**config.mk**
```make
export PLATFORM = sky130hd
export DESIGN_NAME = pc_sequencer
export DESIGN_NICKNAME = d
export VERILOG_FILES = /design/src/rtl/pc_pkg.sv /design/src/rtl/pc_ras.sv /design/src/rtl/pc_sequencer.sv
export SDC_FILE = /design/constraint.sdc
export NUM_CORES = 1
export LEC_CHECK = 0
export CAP_MARGIN = 10
export CELL_PAD_IN_SITES_DETAIL_PLACEMENT = 1
export CELL_PAD_IN_SITES_GLOBAL_PLACEMENT = 2
export CORE_UTILIZATION = 25
export DETAILED_ROUTE_END_ITERATION = 8
export PLACE_DENSITY_LB_ADDON = 0.1
export SLEW_MARGIN = 20
export SYNTH_ARGS = -nofsm -noshare
export SYNTH_HDL_FRONTEND = slang
export SYNTH_SLANG_ARGS = --single-unit
```
**constraint.sdc**
```tcl
create_clock -name clk -period 5.2 [get_ports clk]
set_clock_uncertainty 0.1 [all_clocks]
set_input_delay 1.04 -clock clk [delete_from_list [all_inputs] [get_ports clk]]
set_output_delay 1.04 -clock clk [all_outputs]
set_load 0.005 [all_outputs]
```
**src/rtl/pc_pkg.sv**
```systemverilog
// Shared definitions for the PC sequencer: next-PC select codes and default parameter values.
// The return-address stack is built only when PC_SEQUENCER_RAS_EN is defined.
package pc_pkg;

    typedef enum logic [2:0] {
        SEL_HOLD,
        SEL_INC,
        SEL_BR,
        SEL_JMP,
        SEL_RET
    } next_sel_t;

    localparam int DEF_PC_WIDTH  = 13;
    localparam int DEF_PC_INC    = 1;
    localparam int DEF_RESET_VEC = 0;
    localparam int DEF_RAS_DEPTH = 4;

endpackage

```
**src/rtl/pc_ras.sv**
```systemverilog
// Return-address stack: circular buffer addressed by a write pointer, with an occupancy count.
// A push onto a full stack overwrites the oldest entry; a pop from an empty stack only flags an error.
module pc_ras
    import pc_pkg::*;
#(
    parameter int WIDTH = DEF_PC_WIDTH,
    parameter int DEPTH = DEF_RAS_DEPTH
) (
    input  logic             clk,
    input  logic             rst,
    input  logic             push,
    input  logic             pop,
    input  logic [WIDTH-1:0] push_data,
    output logic [WIDTH-1:0] top,
    output logic             empty,
    output logic             full,
    output logic             err
);

    localparam int PTR_W = $clog2(DEPTH);
    localparam int CNT_W = $clog2(DEPTH + 1);

    logic [WIDTH-1:0] mem [DEPTH];
    logic [PTR_W-1:0] wr_ptr;
    logic [CNT_W-1:0] count;

    assign empty = (count == '0);
    assign full  = (count == CNT_W'(DEPTH));
    assign top   = mem[wr_ptr - PTR_W'(1)];

    // Entry storage carries no reset; contents are invisible while the count is zero.
    always_ff @(posedge clk) begin
        if (push) begin
            mem[wr_ptr] <= push_data;
        end
    end

    always_ff @(posedge clk) begin
        if (rst) begin
            wr_ptr <= '0;
            count  <= '0;
            err    <= 1'b0;
        end else begin
            err <= (push && full) || (pop && empty);
            if (push) begin
                wr_ptr <= wr_ptr + PTR_W'(1);
                if (!full) begin
                    count <= count + CNT_W'(1);
                end
            end else if (pop && !empty) begin
                wr_ptr <= wr_ptr - PTR_W'(1);
                count  <= count - CNT_W'(1);
            end
        end
    end

endmodule

```
**src/rtl/pc_sequencer.sv**
```systemverilog
// Program counter sequencer with increment, relative branch, absolute jump, call and return.
// Define PC_SEQUENCER_RAS_EN to build the return-address stack; otherwise call is a plain jump.
module pc_sequencer
    import pc_pkg::*;
#(
    parameter int PC_WIDTH  = DEF_PC_WIDTH,
    parameter int PC_INC    = DEF_PC_INC,
    parameter int RESET_VEC = DEF_RESET_VEC,
    parameter int RAS_DEPTH = DEF_RAS_DEPTH
) (
    input  logic                clk,
    input  logic                rst,
    input  logic                stall,
    input  logic                branch_en,
    input  logic [PC_WIDTH-1:0] branch_off,
    input  logic                jump_en,
    input  logic [PC_WIDTH-1:0] jump_target,
    input  logic                call_en,
    input  logic                ret_en,
    output logic [PC_WIDTH-1:0] pc,
    output logic [PC_WIDTH-1:0] pc_plus,
    output logic                ras_empty,
    output logic                ras_full,
    output logic                ras_err
);

    next_sel_t           sel;
    logic [PC_WIDTH-1:0] ras_top;

    assign pc_plus = pc + PC_WIDTH'(PC_INC);

`ifdef PC_SEQUENCER_RAS_EN
    logic ras_push;
    logic ras_pop;

    pc_ras #(
        .WIDTH (PC_WIDTH),
        .DEPTH (RAS_DEPTH)
    ) u_ras (
        .clk       (clk),
        .rst       (rst),
        .push      (ras_push),
        .pop       (ras_pop),
        .push_data (pc_plus),
        .top       (ras_top),
        .empty     (ras_empty),
        .full      (ras_full),
        .err       (ras_err)
    );

    // A return on an empty stack still requests a pop so the stack can flag the underflow.
    always_comb begin
        sel      = SEL_INC;
        ras_push = 1'b0;
        ras_pop  = 1'b0;
        if (stall) begin
            sel = SEL_HOLD;
        end else if (ret_en) begin
            ras_pop = 1'b1;
            sel     = ras_empty ? SEL_INC : SEL_RET;
        end else if (call_en) begin
            ras_push = 1'b1;
            sel      = SEL_JMP;
        end else if (jump_en) begin
            sel = SEL_JMP;
        end else if (branch_en) begin
            sel = SEL_BR;
        end
    end
`else
    logic unused_ret;

    assign unused_ret = ret_en;
    assign ras_top    = pc_plus;
    assign ras_empty  = 1'b1;
    assign ras_full   = 1'b0;
    assign ras_err    = 1'b0;

    always_comb begin
        sel = SEL_INC;
        if (stall) begin
            sel = SEL_HOLD;
        end else if (call_en || jump_en) begin
            sel = SEL_JMP;
        end else if (branch_en) begin
            sel = SEL_BR;
        end
    end
`endif

    always_ff @(posedge clk) begin
        if (rst) begin
            pc <= PC_WIDTH'(RESET_VEC);
        end else begin
            case (sel)
                SEL_HOLD: pc <= pc;
                SEL_BR:   pc <= pc_plus + branch_off;
                SEL_JMP:  pc <= jump_target;
                SEL_RET:  pc <= ras_top;
                default:  pc <= pc_plus;
            endcase
        end
    end

endmodule

```
==> reports/qor.tcl <==
set qor(synth-async-reset-ratio_pct) 0
set qor(final_nets) 305
set qor(synthDominantCellAreaShare_pct) 16.8
set qor(post_cts_resized) 0
set qor(synthCells) 207
set qor(grt_max_degree) 32
set qor(cts.reportedPaths.clkPinSlew_ns) 0.06
set qor(floorplan.initialDensity_pct) 26.1
set qor(cts_made_buffers) 3
set qor(final.hold.worst_slack_ns) 0.434
set qor(synth_ff_type) {sky130_fd_sc_hd__dfxtp_1}
set qor(fill_cells) 730
set qor(ios) 62
set qor(timing.fmax_ghz) 0.281
set qor(overall_global_routing_resource_usage_pct) 17.2
set qor(cts.sinks) 13
set qor(dpl.cell_count) 328
set qor(crit_required_ns) 4.06
set qor(synthTopCellsByArea) {sky130_fd_sc_hd__dfxtp_1, sky130_fd_sc_hd__ha_1, sky130_fd_sc_hd__a21oi_1}
set qor(cts_tree) {yes}
set qor(seq_area_frac_synth_pct) 16.8
set qor(synthesis.yosys.warnings) 0
set qor(crit_path_cell_trace) {ha_1 > nand3_4 > nor4_1 > xor2_1 > clkdlybuf4s50_1}
set qor(setup_violations) 0
set qor(relative_slew_margins_pct) 50.3
set qor(chipHeight_um) 80.8
set qor(wire_length_of_the_first_global_routing_pass_mm) 8.40
set qor(cts-root-buf) {sky130_fd_sc_hd__clkbuf_8}
set qor(buffers_inserted_during_post_cts_setup_optimization) 0
set qor(registers.top_by_ff_count) {pc}
set qor(synthDominantAreaCellType) {sky130_fd_sc_hd__dfxtp_1}
set qor(die_w_um) 80.8
set qor(final_period_util_pct) 68.4
set qor(largest_reg_flops) 13
set qor(totalNegativeSetupSlack_ns) 0
set qor(crit_path_start_kind) {flop}
set qor(critical-path-max-stage-delay_ns) 0.55
set qor(power_per_cell_area_mw_per_mm2) 183
set qor(top_regs) {pc (13)}
set qor(irDropWorstVdd_mv) 0.140
set qor(drt-total-wl_mm) 5.35
set qor(insertion_delay_ns) 0.25
set qor(cts_max_path_buffers) 2
set qor(grt_setup_unrepaired) {no}
set qor(hold_violations) 0
set qor(stdcell_count) 332
set qor(via_count) 1619
set qor(mappedNetlistArea_sq_mm) 0.00155
set qor(critPathSlowestCell) {sky130_fd_sc_hd__clkdlybuf4s50_1}
set qor(core-area_sq_mm) 0.00596
set qor(routed_via_density) 4.88
set qor(antenna_found_initial) 0
set qor(drt_iter0_markers) 39
set qor(tightestPinTransition_ns) 0.743
set qor(placementRows) 28
set qor(insertedDiodeCount) 0
set qor(critical_path_buf_inv_count) 1
set qor(layout_min_cycle_time_ns) 3.56
set qor(critPathTopFamily) {simple AND/OR/NAND/NOR gates}
set qor(drt_pre_antenna_iters) 4
set qor(global_route.overflow_total) 0
set qor(design.die.area_sq_mm) 0.00652
set qor(synth.lib_cells_used.distinct) 48
set qor(worstSetupEndpointType) {output port}
set qor(place_hpwl_mm) 4.28
set qor(ys_seq_elements) 13
set qor(number_of_enable_type_register_cells_in_the_synthesized_netlist) 0
set qor(crit_fanout) 6
set qor(timing.critical_path.arrival_ns) 2.42
set qor(postCtsHoldBufs) 0
set qor(syn2layout_area_growth_pct) 42.6
set qor(syn-mean-instance-area_sq_um) 7.50
set qor(vias_in_the_first_global_route) 1615
set qor(finalWeightedCongestion) 0.778
set qor(class_of_the_tightest_hold_or_removal_check) {reg -> reg}
set qor(critPathKind) {reg -> out}
set qor(port_buffers) 57
set qor(antenna_left) 0
set qor(drc) 0
set qor(synthTopCellsByCount) {sky130_fd_sc_hd__a21oi_1, sky130_fd_sc_hd__nor2_1, sky130_fd_sc_hd__nand2_1}
set qor(timing.final.max_slew_violations) 0
set qor(post_route_cells_drive_above_1_share_pct) 5.45
set qor(cell_leakage_power_nw) 0.856
set qor(post_drt_wl_per_cell_um) 16.1
set qor(reported_max_cap_violation_count) 0
set qor(status) {completed}
set qor(cts.htree.levels) 1
==> path summary, 6_finish.rpt <==
check	start	to	slack (ns)	depth (start not counted)
min reg2reg	pc[5]	pc[5]	0.43	2
min	pc[5]	pc[5]	0.43	2
max reg2reg	pc[0]	pc[11]	2.02	11
max	pc[0]	pc_plus[8]	1.64	5
==> area by class of cell <==
class,instances,area (sq um),share of cell area [%]
well taps,75,93.8,4.24
multi-input cells,172,1200,54.1
clock buffers,4,45.0,2.04
repair buffers,58,578,26.1
flip-flops and latches,13,260,11.8
inverters,10,37.5,1.70
==> placed cells by master, fill, tap and decap left out, types with 2 or more instances in the layout <==
master	count
sky130_fd_sc_hd__a22oi_1	2
sky130_fd_sc_hd__clkdlybuf4s50_1	57
sky130_fd_sc_hd__conb_1	3
sky130_fd_sc_hd__inv_1	10
sky130_fd_sc_hd__nor4_1	3
sky130_fd_sc_hd__o21bai_1	2
sky130_fd_sc_hd__nor3_1	6
sky130_fd_sc_hd__a211oi_1	6
sky130_fd_sc_hd__nand3_1	4
sky130_fd_sc_hd__a211o_1	3
sky130_fd_sc_hd__nor2b_1	3
sky130_fd_sc_hd__nand2_1	16
sky130_fd_sc_hd__or3_1	3
sky130_fd_sc_hd__dfxtp_1	13
sky130_fd_sc_hd__a21oi_1	21
sky130_fd_sc_hd__mux2i_1	2
sky130_fd_sc_hd__a221oi_1	2
sky130_fd_sc_hd__xnor2_1	10
sky130_fd_sc_hd__nand4_1	2
sky130_fd_sc_hd__o21ai_0	8
sky130_fd_sc_hd__o211ai_1	3
sky130_fd_sc_hd__clkbuf_8	3
sky130_fd_sc_hd__ha_1	13
sky130_fd_sc_hd__a21o_1	4
sky130_fd_sc_hd__o22ai_1	4
sky130_fd_sc_hd__xor2_1	10
sky130_fd_sc_hd__nor2_1	21
==> worst min-delay path, cell delays in order (launching register included) <==
cell                      delay, ns
sky130_fd_sc_hd__dfxtp_1       0.36
sky130_fd_sc_hd__nand2_1       0.08
sky130_fd_sc_hd__a21oi_1       0.05
==> power by group <==
| part | internal, mW | total [mW] | switching [mW] |
|---|---|---|---|
| sequential | 0.107 | 0.120 | 0.0126 |
| clock | 0.0542 | 0.0947 | 0.0405 |
| combinational | 0.0984 | 0.191 | 0.0925 |
| total | 0.260 | 0.406 | 0.146 |
==> stage by stage <==
step | setup slack [ns] | utilization [%] | area (sq um) | total power [mW]
2_1_floorplan | 2.36 | - | 1560 | 0.227
3_3_place_gp | 1.62 | 36.4 | 2170 | 0.313
3_5_place_dp | 1.64 | 36.4 | 2170 | 0.314
4_1_cts | 1.59 | 37.1 | 2210 | 0.409
5_1_grt | 1.45 | 37.1 | 2210 | 0.434
6_report | 1.64 | 37.1 | 2210 | 0.406
==> cell families (layout without fill, tap and decap cells) <==
kind of cell / count (synthesis) / count (layout) / share of synthesized area, %
AND/OR/NAND/NOR: 66 / 66 / 22.1
buffers and inverters: 23 / 72 / 6.29
flip-flops: 13 / 13 / 16.8
other: 2 / 3 / 0.484
AO/OA/AOI/OAI: 66 / 66 / 28.2
adder cells (fa/ha/maj): 14 / 14 / 11.8
XOR/XNOR: 21 / 21 / 13.1
multiplexers: 2 / 2 / 1.29
==> routing by layer <==
metal / vias up / GRT usage (%) / routed length, um
met3: 4 / 1.35 / 146
li1: 847 / - / -
met4: 0 / 3.75 / 34
met2: 29 / 27.8 / 2370
met1: 739 / 24.9 / 2800
met5: - / 0 / 0
No activity file was read; power rests on OpenSTA's default activity.
